<file path="src/rtl/sha256_pkg.sv">
// Shared SHA-256 types, sizes, sigma shift/rotate amounts and the shr/rotr primitives.
package sha256_pkg;

    localparam int WORD_W     = 32;
    localparam int NUM_ROUNDS = 64;
    localparam int BLOCK_W    = 512;
    localparam int WIN_DEPTH  = 16;

    localparam int unsigned S0_ROT_A = 7;
    localparam int unsigned S0_ROT_B = 18;
    localparam int unsigned S0_SHR   = 3;
    localparam int unsigned S1_ROT_A = 17;
    localparam int unsigned S1_ROT_B = 19;
    localparam int unsigned S1_SHR   = 10;

    typedef logic [WORD_W-1:0] word_t;

    typedef enum logic {
        IDLE = 1'b0,
        RUN  = 1'b1
    } state_e;

    function automatic word_t shr(input word_t x, input int unsigned n);
        return x >> n;
    endfunction

    function automatic word_t rotr(input word_t x, input int unsigned n);
        return (x >> n) | (x << (WORD_W - n));
    endfunction

endpackage

</file>
<file path="src/rtl/sha256_sigma.sv">
// Combinational SHA-256 small sigma: ROTR(a) ^ ROTR(b) ^ (SHR or ROTR)(c).
module sha256_sigma
    import sha256_pkg::*;
#(
    parameter int unsigned ROT_A       = 7,
    parameter int unsigned ROT_B       = 18,
    parameter int unsigned LAST_AMT    = 3,
    parameter bit          LAST_IS_SHR = 1'b1
) (
    input  word_t x_i,
    output word_t y_o
);

    word_t last_term;

    assign last_term = LAST_IS_SHR ? shr(x_i, LAST_AMT) : rotr(x_i, LAST_AMT);
    assign y_o       = rotr(x_i, ROT_A) ^ rotr(x_i, ROT_B) ^ last_term;

endmodule

</file>
<file path="src/rtl/sha256_msg_schedule.sv">
// SHA-256 message-schedule expander: one 512-bit block in, W[0..63] out over a valid/ready stream.
// Optional macro SHA_SCHED_TIDX_EN adds the t_idx output (registered round index).
module sha256_msg_schedule
    import sha256_pkg::*;
(
    input  logic               clk,
    input  logic               rst_n,
    input  logic               blk_valid,
    output logic               blk_ready,
    input  logic [BLOCK_W-1:0] blk_data,
    output logic               w_valid,
    input  logic               w_ready,
    output logic [WORD_W-1:0]  w_data,
    output logic               w_last
`ifdef SHA_SCHED_TIDX_EN
    ,
    output logic [5:0]         t_idx
`endif
);

    localparam logic [5:0] T_LAST = 6'(NUM_ROUNDS - 1);

    state_e     state_q, state_d;
    word_t      win_q [WIN_DEPTH];
    word_t      win_d [WIN_DEPTH];
    logic [5:0] t_q, t_d;
    logic       blk_ready_q, blk_ready_d;
    logic       w_valid_q, w_valid_d;
    logic       w_last_q, w_last_d;
    word_t      s0_w, s1_w, w_next;

    sha256_sigma #(
        .ROT_A(S0_ROT_A), .ROT_B(S0_ROT_B), .LAST_AMT(S0_SHR), .LAST_IS_SHR(1'b1)
    ) u_sigma0 (
        .x_i(win_q[1]),
        .y_o(s0_w)
    );

    sha256_sigma #(
        .ROT_A(S1_ROT_A), .ROT_B(S1_ROT_B), .LAST_AMT(S1_SHR), .LAST_IS_SHR(1'b1)
    ) u_sigma1 (
        .x_i(win_q[14]),
        .y_o(s1_w)
    );

    // W[t+16] from the window holding W[t..t+15]; the carry out of bit 31 is dropped.
    assign w_next = s1_w + win_q[9] + s0_w + win_q[0];

    always_comb begin
        // NOTE: every signal assigned here gets a default first so no latch is inferred.
        state_d = state_q;
        win_d   = win_q;
        t_d     = t_q;
        unique case (state_q)
            IDLE: begin
                if (blk_valid && blk_ready_q) begin
                    for (int i = 0; i < WIN_DEPTH; i++) begin
                        win_d[i] = blk_data[BLOCK_W-1-WORD_W*i -: WORD_W];
                    end
                    t_d     = '0;
                    state_d = RUN;
                end
            end
            RUN: begin
                if (w_valid_q && w_ready) begin
                    for (int i = 0; i < WIN_DEPTH - 1; i++) begin
                        win_d[i] = win_q[i+1];
                    end
                    win_d[WIN_DEPTH-1] = w_next;
                    if (t_q == T_LAST) begin
                        t_d     = '0;
                        state_d = IDLE;
                    end else begin
                        t_d = t_q + 6'd1;
                    end
                end
            end
            default: state_d = IDLE;
        endcase
        // Handshake outputs are registered copies of the next state, so they carry no input path.
        blk_ready_d = (state_d == IDLE);
        w_valid_d   = (state_d == RUN);
        w_last_d    = (state_d == RUN) && (t_d == T_LAST);
    end

    // NOTE: sequential state uses non-blocking assignments so every register samples pre-edge values.
    always_ff @(posedge clk or negedge rst_n) begin
        if (!rst_n) begin
            state_q     <= IDLE;
            t_q         <= '0;
            blk_ready_q <= 1'b0;
            w_valid_q   <= 1'b0;
            w_last_q    <= 1'b0;
            // NOTE: the window is reset too, because w_data is driven straight from win_q[0].
            for (int i = 0; i < WIN_DEPTH; i++) begin
                win_q[i] <= '0;
            end
        end else begin
            state_q     <= state_d;
            t_q         <= t_d;
            blk_ready_q <= blk_ready_d;
            w_valid_q   <= w_valid_d;
            w_last_q    <= w_last_d;
            win_q       <= win_d;
        end
    end

    assign blk_ready = blk_ready_q;
    assign w_valid   = w_valid_q;
    assign w_last    = w_last_q;
    assign w_data    = win_q[0];

`ifdef SHA_SCHED_TIDX_EN
    assign t_idx = t_q;
`endif

endmodule

</file>
<file path="config.mk">
export PLATFORM = sky130hd
export DESIGN_NAME = sha256_msg_schedule
export DESIGN_NICKNAME = d
export VERILOG_FILES = /design/src/rtl/sha256_pkg.sv /design/src/rtl/sha256_sigma.sv /design/src/rtl/sha256_msg_schedule.sv
export SDC_FILE = /design/constraint.sdc
export NUM_CORES = 1
export LEC_CHECK = 0
export CAP_MARGIN = 40
export CORE_UTILIZATION = 33
export CTS_BUF_LIST = sky130_fd_sc_hd__clkbuf_16
export CTS_CLUSTER_SIZE = 16
export DETAILED_ROUTE_END_ITERATION = 16
export GPL_TIMING_DRIVEN = 0
export PLACE_DENSITY = 0.65
export SETUP_SLACK_MARGIN = 0.2
export SYNTH_ARGS = -nofsm -noshare
export SYNTH_HDL_FRONTEND = slang
export SYNTH_SLANG_ARGS = --single-unit
export TNS_END_PERCENT = 100
</file>
<file path="constraint.sdc">
create_clock -name clk -period 12.4 [get_ports clk]
set_input_delay 1.86 -clock clk [delete_from_list [all_inputs] [get_ports clk]]
set_output_delay 1.86 -clock clk [all_outputs]
set_load 0.01 [all_outputs]
</file>
# Word-level counts from Yosys, hierarchy flattened
# Cells that the tools add are included.
[classes] bitwise_logic=10 n_mux=11 reduce_logical=4 n_eq_ne=4 add_sub_neg=4
[ops] op="2-to-1 mux 512 bit" count=2
[ops] op="case mux 512 bit (2 select lines)" count=1
[ops] op="adder 32 bit" count=3
[ops] op="bitwise XOR 32 bit" count=2
[ops] op="OR 13 x 32 -> 32 bit" count=1
[ops] op="OR 14 x 32 -> 32 bit" count=1
[ops] op="OR 15 x 32 -> 32 bit" count=1
[ops] op="OR 25 x 32 -> 32 bit" count=1
[ops] op="bitwise XOR 32 x 22 -> 32 bit" count=1
[ops] op="bitwise XOR 32 x 29 -> 32 bit" count=1
[ops] op="2-to-1 mux 6 bit" count=3
[ops] op="== test 6 bit, second input constant" count=2
[ops] op="case mux 6 bit (2 select lines)" count=1
[ops] op="adder 6 x 1 -> 6 bit, second input constant" count=1
[ops] op="logical AND 1 bit" count=3
[ops] op="2-to-1 mux 1 bit" count=3
[ops] op="!= test 2 x 1 -> 1 bit, second input constant" count=1
[ops] op="!= test 2 bit, second input constant" count=1
[ops] op="inverter 1 bit" count=2
[ops] op="case mux 1 bit (2 select lines)" count=1
[ops] op="AND reduction 2 bit" count=1
[word_totals] inputBits=516 elab_cells=53 reg_bits=521 output_inout_bits=35

# Depth between registers and ports, before layout
# Gate-level depths: netlist of the first run.
[logic_depth] ltp_word=8 ltp_mapped=15 depth_no_buf=14

# Hierarchy
# A second synthesis of the first run with hierarchy kept.
[hier_totals] cells_unflattened=2864 hier_area_um2=28848.9
[by_module_without_submodules] mod="sha256_msg_schedule" seq_area_each_um2=13037.5 cells_per_inst=2800 n_inst=1 area_per_inst_um2=27511.4
[by_module_without_submodules] mod="sha256_sigma at u_sigma0" seq_area_each_um2=0.0 cells_per_inst=32 n_inst=1 area_per_inst_um2=726.9
[by_module_without_submodules] mod="sha256_sigma at u_sigma1" seq_area_each_um2=0.0 cells_per_inst=32 n_inst=1 area_per_inst_um2=610.6

# Worst setup path after synthesis of the first run
# Ideal clock, no wire load.
[synth_timing] path_type="flip-flop to flip-flop" from="register win_q[452] (netlist bit)" to="register win_q[13] (netlist bit)" required_time_ns=12.263 period_less_slack_ns=3.924 slack_ns=8.476 stages_incl_launch_ff=16 arrival_ns=3.788 cell_sequence="dfrtp_1 > clkbuf_1 > xor2_1 > xnor2_1 > fa_1 > inv_1 > fa_1 > ha_1 > fa_1 > a21o_1 > a221oi_4 > o21ai_0 > or2_2 > a21oi_1 > xor2_1 > a21oi_1"
[synth_between] elab_chain_len=5
[synth_rtl] item="start, declared" line="sha256_msg_schedule.sv:24" text="word_t win_q [WIN_DEPTH];"
[synth_rtl] item="start signal, assigned" line="sha256_msg_schedule.sv:104" text="win_q <= win_d;"
[synth_rtl] item="bitwise XOR 32 x 29 -> 32 bit" line="sha256_sigma.sv:17" text="assign y_o = rotr(x_i, ROT_A) ^ rotr(x_i, ROT_B) ^ last_term;"
[synth_rtl] item="adder 32 bit (2 in series)" line="sha256_msg_schedule.sv:47" text="assign w_next = s1_w + win_q[9] + s0_w + win_q[0];"
[synth_rtl] item="2-to-1 mux 512 bit" line="sha256_msg_schedule.sv:65" text="if (w_valid_q && w_ready) begin"
[synth_rtl] item="case mux 512 bit (2 select lines)" line="sha256_msg_schedule.sv:54" text="unique case (state_q)"
# No other way between the ends. The select of a mux whose other input is x is not followed.
# A chain may end at the register's enable or synchronous reset.

# Worst setup path after layout of the first run
# Ends and elaborated chain as after synthesis.

==> results of run 1 <==
## sequential cells by signal (all words and copies together), names as in the netlist
register and cells:
win_q 480, w_data 32, w_valid 1, t_q 6
blk_ready 1, w_last 1
## area by class of cell
cell class | instances | area, sq um
Fill cell | 8453 | 47900
Multi-Input combinational cell | 2013 | 14000
Sequential cell | 521 | 13000
Timing Repair Buffer | 557 | 5660
Clock buffer | 61 | 1530
Tap cell | 1144 | 1430
Buffer | 264 | 1230
Inverter | 127 | 477
Clock inverter | 52 | 424
Antenna cell | 17 | 42.5
## worst register-to-register path: stages, from the launching register on
cell,delay (ns)
dfrtp_1,0.32
clkbuf_1,0.43
xor2_1,0.23
xnor2_1,0.15
fa_1,0.43
inv_1,0.13
fa_1,0.44
ha_1,0.24
fa_1,0.47
a21o_1,0.24
a221oi_4,0.44
o21ai_0,0.20
or2_2,0.30
a21oi_1,0.17
xor2_1,0.40
a21oi_1,0.13
## per-stage QoR
stage	worst slack, ns	util	cells	area (sq um)
global placement	-14.95	0.416	4619	35700
finish	7.50	0.441	4756	37800
detailed placement	7.15	0.418	4626	35800
floorplan	8.48	-	2925	28700
global route	7.29	0.441	4755	37800
CTS	7.58	0.441	4739	37800
## how the worst max path moves through the flow
| stage | start | endpoint | cells after the start |
|---|---|---|---|
| 2_1_floorplan | win_q[452]$_DFFE_PN0P_ | win_q[13]$_DFFE_PN0P_ | 15 |
| 3_3_place_gp | rst_n | win_q[110]$_DFFE_PN0P_ | 1 |
| 3_5_place_dp | w_ready | win_q[4]$_DFFE_PN0P_ | 10 |
| 4_1_cts | win_q[452]$_DFFE_PN0P_ | win_q[13]$_DFFE_PN0P_ | 15 |
| 5_1_grt | win_q[452]$_DFFE_PN0P_ | win_q[13]$_DFFE_PN0P_ | 15 |
| 6_report | win_q[452]$_DFFE_PN0P_ | win_q[13]$_DFFE_PN0P_ | 15 |
## where the power goes
part / switching [mW] / internal [mW] / leakage (nW)
registers: 0.567 / 2.34 / 6.67
clock network: 0.771 / 1.02 / 0.988
logic: 5.08 / 3.25 / 10.9
## layer usage
| metal | global-route usage | share of wire |
|---|---|---|
| met5 | 0 | 0.0011 |
| met4 | 0.0889 | 0.033 |
| met3 | 0.0586 | 0.072 |
| met2 | 0.417 | 0.47 |
| met1 | 0.337 | 0.42 |
## kinds of logic after synthesis
| group | count (synthesis) | share of synthesized area |
|---|---|---|
| AND/OR/NAND/NOR | 634 | 0.0900 |
| adder cells (fa/ha/maj) | 94 | 0.0572 |
| buffers and inverters | 391 | 0.0596 |
| XOR/XNOR | 139 | 0.0424 |
| AO/OA/AOI/OAI | 646 | 0.122 |
| flip-flops | 521 | 0.454 |
| multiplexers | 500 | 0.174 |
## placed cells by master (no fill, tap or decap), drive strengths merged, types with 8 or more instances in the layout
cell type        n
buf            105
clkdlybuf4s50  549
a21oi           48
xnor2           77
dfrtp          521
a21o            12
mux2i          498
inv            138
nand2          536
diode           17
nand3           16
ha              32
fa              62
o211ai           8
nor2            20
o21ai          520
nand4           11
xor2            62
clkinv          32
clkbuf         228
==> impl_metrics.csv, run 1 <==
group,metric,value,unit
status,status,"completed",
grt,antenna_found_initial,26,
clock_tree,ctsHoldBuffers,0,
worst_setup_path,slowest_stage,"fa_1",
worst_setup_path,cp-end-kind,"register",
grt,grt.total_usage,0.257,
synthesis,syn_area,0.0287,sq mm
clock_tree,cts_buffers,60,
die,die_y,297,um
worst_setup_path,critical_path.most_common_cell,"fa_1",
synthesis,ys_seq_area_frac,0.454,
die,io_pins,551,
worst_setup_path,crit_family,"adder cells",
worst_setup_path,cp.buffers_inverters,2,
synthesis,postSynthCellCount,2925,
route,via_per_inst,5.10,
power,power,13.0,mW
synthesis,synth_area_leaders,"dfrtp_1 (45%), mux2i_1 (17%), o21ai_0 (9.0%)",
synthesis,ys_warn_count,0,
sta,post-route-period-util,0.395,
clock_tree,clock_path_buffers,3,
route,vias,24300,
die,core,0.0857,sq mm
sta,worst_pin_slew,0.914,ns
die,rows,107,
worst_setup_path,critPathArrivalTime,5.36,ns
synthesis,synth_cell_types,69,
synthesis,synth.net_count,3535,
hold_path,holdPathEnd,"win_q[267]$_DFFE_PN0P_",
place,dp_hpwl,93.3,mm
cells_and_area,area_growth,31.6,%
sta,tns,0,ns
synthesis,yosysTopAreaCellShare,0.454,
sta,clock_skew,0.0368,ns
sta,setup_viol,0,
grt,grt_pass1_vias,24500,
power,powerDensity,345,mW/mm^2
synthesis,yosys-top-cells-count,"nand2_1 (536), dfrtp_1 (521), o21ai_0 (518), mux2i_1 (498), clkbuf_1 (164)",
sta,max_freq,0.204,GHz
cells_and_area,drive_above_1_share,0.0598,
grt,grt-ovfl-total,0,
worst_setup_path,worstSetupStartpointType,"register",
clock_tree,cts_tree,"yes",
hold_path,min-delay-start,"win_q[267]$_DFFE_PN0P_",
sta,drv_slew,0,
synthesis,synth_flop_cell,"dfrtp_1",
worst_setup_path,critPathRequiredTime,12.86,ns
route,wirelength,116,mm
sta,fin_crit,4.90,ns
clock_tree,cts_resized,0,
power,power_leakage,18.6,nW
worst_setup_path,r2r_setup_slack,7.50,ns
worst_setup_path,cp_max_fo,7,
worst_setup_path,reg2reg_to,"win_q[13]$_DFFE_PN0P_",
sta,hold-worst-slack,0.476,ns
clock_tree,numClockSinks,521,
power,vdd_drop_max,0.410,mV
synthesis,synth_top_area_cell,"dfrtp_1",
route,drc,0,
synthesis,synth-seq-cells,521,
sta,hold_violations,0,
route,drt_iter0_markers,2026,
route,postRouteAntennaNets,0,
clock_tree,root_buffer,"clkbuf_16",
clock_tree,htree_levels,2,
synthesis,async_flop_share,1.00,
flow_run,drv_cap,0,
grt,grt_pass1_wl,167,mm
sta,slew_headroom,0.391,
die,dieArea,0.0882,sq mm
place,io_buffers,550,
worst_setup_path,reg2reg_from,"win_q[452]$_DFFE_PN0P_",
sta,rsz0062_at_grt,"no",
grt,grt_max_degree,113,
hold_path,min_path_type,"reg2reg",
worst_setup_path,critPathKind,"reg2reg",
route,wl_per_cell,24.5,um
cells_and_area,layout.nets,4154,
die,initial_utilization,0.335,
worst_setup_path,critical_path.max_stage_delay,0.46,ns
synthesis,avgSynthCellArea,9.82,sq um
die,die_width,297,um
route,drt-pass1-iter-count,6,
clock_tree,path_clk_slew,0.06,ns
worst_setup_path,reg2reg_depth,15,
clock_tree,clkLatencyLatePin,0.63,ns
synthesis,yosysMostFrequentCell,"nand2_1",
synthesis,synth_edf_count,0,
worst_setup_path,worstPathCellList,"clkbuf_1, xor2_1, xnor2_1, fa_1, inv_1, fa_1, ha_1, fa_1, a21o_1, a221oi_4, o21ai_0, or2_2, a21oi_1, xor2_1, a21oi_1",
hold_path,min_path_cells,2,
clock_tree,cts_setup_buffers,0,
place,place.gp.congestion,0.934,
No activity file was read; power rests on OpenSTA's default activity.
==> run 2, diff against run 1 <==
--- a/config.mk
+++ b/config.mk
@@ -11,7 +11,7 @@
 export CTS_CLUSTER_SIZE = 16
 export DETAILED_ROUTE_END_ITERATION = 16
 export GPL_TIMING_DRIVEN = 0
-export PLACE_DENSITY = 0.65
+export PLACE_DENSITY = 0.67
 export SETUP_SLACK_MARGIN = 0.2
 export SYNTH_ARGS = -nofsm -noshare
 export SYNTH_HDL_FRONTEND = slang
==> constraint.sdc (replaced) <==
create_clock -name clk -period 4.12 [get_ports clk]
set_input_delay 0.618 -clock clk [delete_from_list [all_inputs] [get_ports clk]]
set_output_delay 0.618 -clock clk [all_outputs]
set_load 0.01 [all_outputs]
==> impl_metrics.csv, run 2 (synthesis gave the netlist of run 1 again) <==
group,metric,value,unit
worst_setup_path,worstPathCellList,"buf_8, xor2_4, xnor2_2, fa_1, inv_2, fa_1, ha_2, fa_2, a21o_1, a221oi_4, buf_6, buf_6, nor3_2, nor3b_2, o21ai_1, xnor2_1, o21ai_1",
cells_and_area,multiInputGateArea,0.0147,sq mm
cells_and_area,layout_common_cells,"clkdlybuf4s50_1 (549), nand2_1 (535), o21ai_0 (512)",
worst_setup_path,cp-end-kind,"register",
clock_tree,htree_levels,2,
cells_and_area,drive_above_1_share,0.101,
clock_tree,cts_tree,"yes",
grt,grt_pass1_wl,169,mm
hold_path,min_path_type,"in2async",
worst_setup_path,critical_path.max_stage_delay,0.51,ns
grt,grt_max_degree,122,
worst_setup_path,crit_path_start,"win_q[452]$_DFFE_PN0P_",
place,place.gp.congestion,0.934,
grt,grt_pass1_vias,24900,
die,initial_utilization,0.335,
clock_tree,clock_path_buffers,3,
clock_tree,cts_buffers,60,
route,wirelength,118,mm
cells_and_area,final_util,0.454,
worst_setup_path,worstSetupStartpointType,"register",
place,io_buffers,550,
sta,hold_violations,0,
sta,worst_pin_slew,0.874,ns
sta,max_freq,0.244,GHz
sta,slew_headroom,0.417,
worst_setup_path,critPathKind,"reg2reg",
cells_and_area,layout.nets,4189,
clock_tree,clkLatencyLatePin,0.63,ns
worst_setup_path,cp.buffers_inverters,4,
worst_setup_path,reg2reg_from,"win_q[452]$_DFFE_PN0P_",
sta,setup_viol,0,
grt,grt.total_usage,0.261,
flow_run,drv_cap,0,
status,status,"completed",
die,rows,107,
grt,antenna_found_initial,35,
cells_and_area,final_cell_count_no_fill,4795,
die,io_pins,551,
die,die_y,297,um
worst_setup_path,crit_end,"win_q[23]$_DFFE_PN0P_",
die,core,0.0857,sq mm
cells_and_area,final_cell_area,0.0389,sq mm
route,drt-pass1-iter-count,5,
die,dieArea,0.0882,sq mm
sta,hold-worst-slack,0.470,ns
clock_tree,numClockSinks,521,
cells_and_area,layout_commonest_cell,"clkdlybuf4s50_1",
place,dp_hpwl,93.8,mm
route,drc,0,
worst_setup_path,reg2reg_depth,17,
grt,grt-ovfl-total,0,
worst_setup_path,reg2reg_to,"win_q[23]$_DFFE_PN0P_",
cells_and_area,largest_reg_flops,480,
cells_and_area,largest_register,"win_q",
clock_tree,root_buffer,"clkbuf_16",
clock_tree,path_clk_slew,0.07,ns
route,vias,24600,
worst_setup_path,r2r_setup_slack,0.01,ns
worst_setup_path,cp.depth,17,
route,via_per_inst,5.14,
sta,post-route-period-util,0.996,
worst_setup_path,critPathRequiredTime,4.61,ns
route,postRouteAntennaNets,0,
worst_setup_path,critPathArrivalTime,4.59,ns
route,wl_per_cell,24.6,um
cells_and_area,n_fill_cell,8264,
sta,drv_slew,0,
worst_setup_path,slowest_stage,"fa_1",
sta,clock_skew,0.0133,ns
place,post-place-cells,4629,
die,die_width,297,um
worst_setup_path,crit_family,"adder cells",
worst_setup_path,cp_max_fo,5,
cells_and_area,area_growth,35.5,%
cells_and_area,regArea,0.0131,sq mm
sta,rsz0062_at_grt,"yes",
sta,fin_crit,4.11,ns
place,placed_area,0.0358,sq mm
route,drt_iter0_markers,2071,
[run 2: cell count changes in the layout (fill, tap and decap cells not counted), sizes merged]
cell         change
buf             +41
bufinv           -1
clkbuf           -7
clkinv           -8
clkinvlp         +2
diode           +10
dlygate4sd3      +1
inv              +1
[run 2: per-layer routing]
| layer | wire [um] | vias to the layer above | track usage |
|---|---|---|---|
| met4 | 4790 | 16 | 0.111 |
| met1 | 49500 | 12300 | 0.343 |
| li1 | - | 11200 | - |
| met2 | 55900 | 939 | 0.417 |
| met3 | 7930 | 230 | 0.0498 |
| met5 | 104 | - | 0 |
[run 2: final cells by class]
cell class / count / area share
well taps: 1144 / 0.0368
inverters: 127 / 0.0123
clock buffers: 61 / 0.0392
flip-flops and latches: 521 / 0.335
diodes: 27 / 0.00174
multi-input cells: 2013 / 0.377
plain buffers: 264 / 0.0346
clock inverters: 46 / 0.00962
repair buffers: 592 / 0.153
[run 2: how the worst min path moves through the flow]
stage / slack [ns] / from / end / cells after the start
after global placement: 0.46 / win_q[339]$_DFFE_PN0P_ / win_q[339]$_DFFE_PN0P_ / 2
after CTS: 0.46 / rst_n / blk_ready$_DFF_PN0_ / 2
after detailed placement: 0.47 / win_q[184]$_DFFE_PN0P_ / win_q[184]$_DFFE_PN0P_ / 2
final: 0.47 / rst_n / blk_ready$_DFF_PN0_ / 2
after floorplan: 0.32 / rst_n / blk_ready$_DFF_PN0_ / 0
after global routing: 0.48 / rst_n / blk_ready$_DFF_PN0_ / 2
[run 2: worst register-to-register path, delay by kind of cell (launching register included)]
family | cells | cell delay, ns
and+or+nand+nor | 2 | 0.28
AOI/OAI and AO/OA | 4 | 0.67
DFF | 1 | 0.38
buffers and inverters | 4 | 0.49
xor gates and xnor gates | 3 | 0.60
adders and majority gates | 4 | 1.56
[run 2: timing repair]
item,CTS,global route
setup buffers,15,16
gates resized for setup,86,100
endpoints found under the setup margin,24,24
pin swaps,39,46
endpoints found under the hold margin,36,0
hold buffers,1,0
[run 2: through the flow]
stage | setup TNS, ns | setup slack [ns]
6_report | 0 | 0.0147
5_1_grt | -0.0316 | -0.0168
4_1_cts | 0 | 0.0994
3_5_place_dp | -4.97 | -0.513
3_3_place_gp | - | -22.03
2_1_floorplan | 0 | 0.204
Power of run 2 is not shown: default switching activity piles up to over one toggle a cycle in this logic, so the estimate is an artifact.
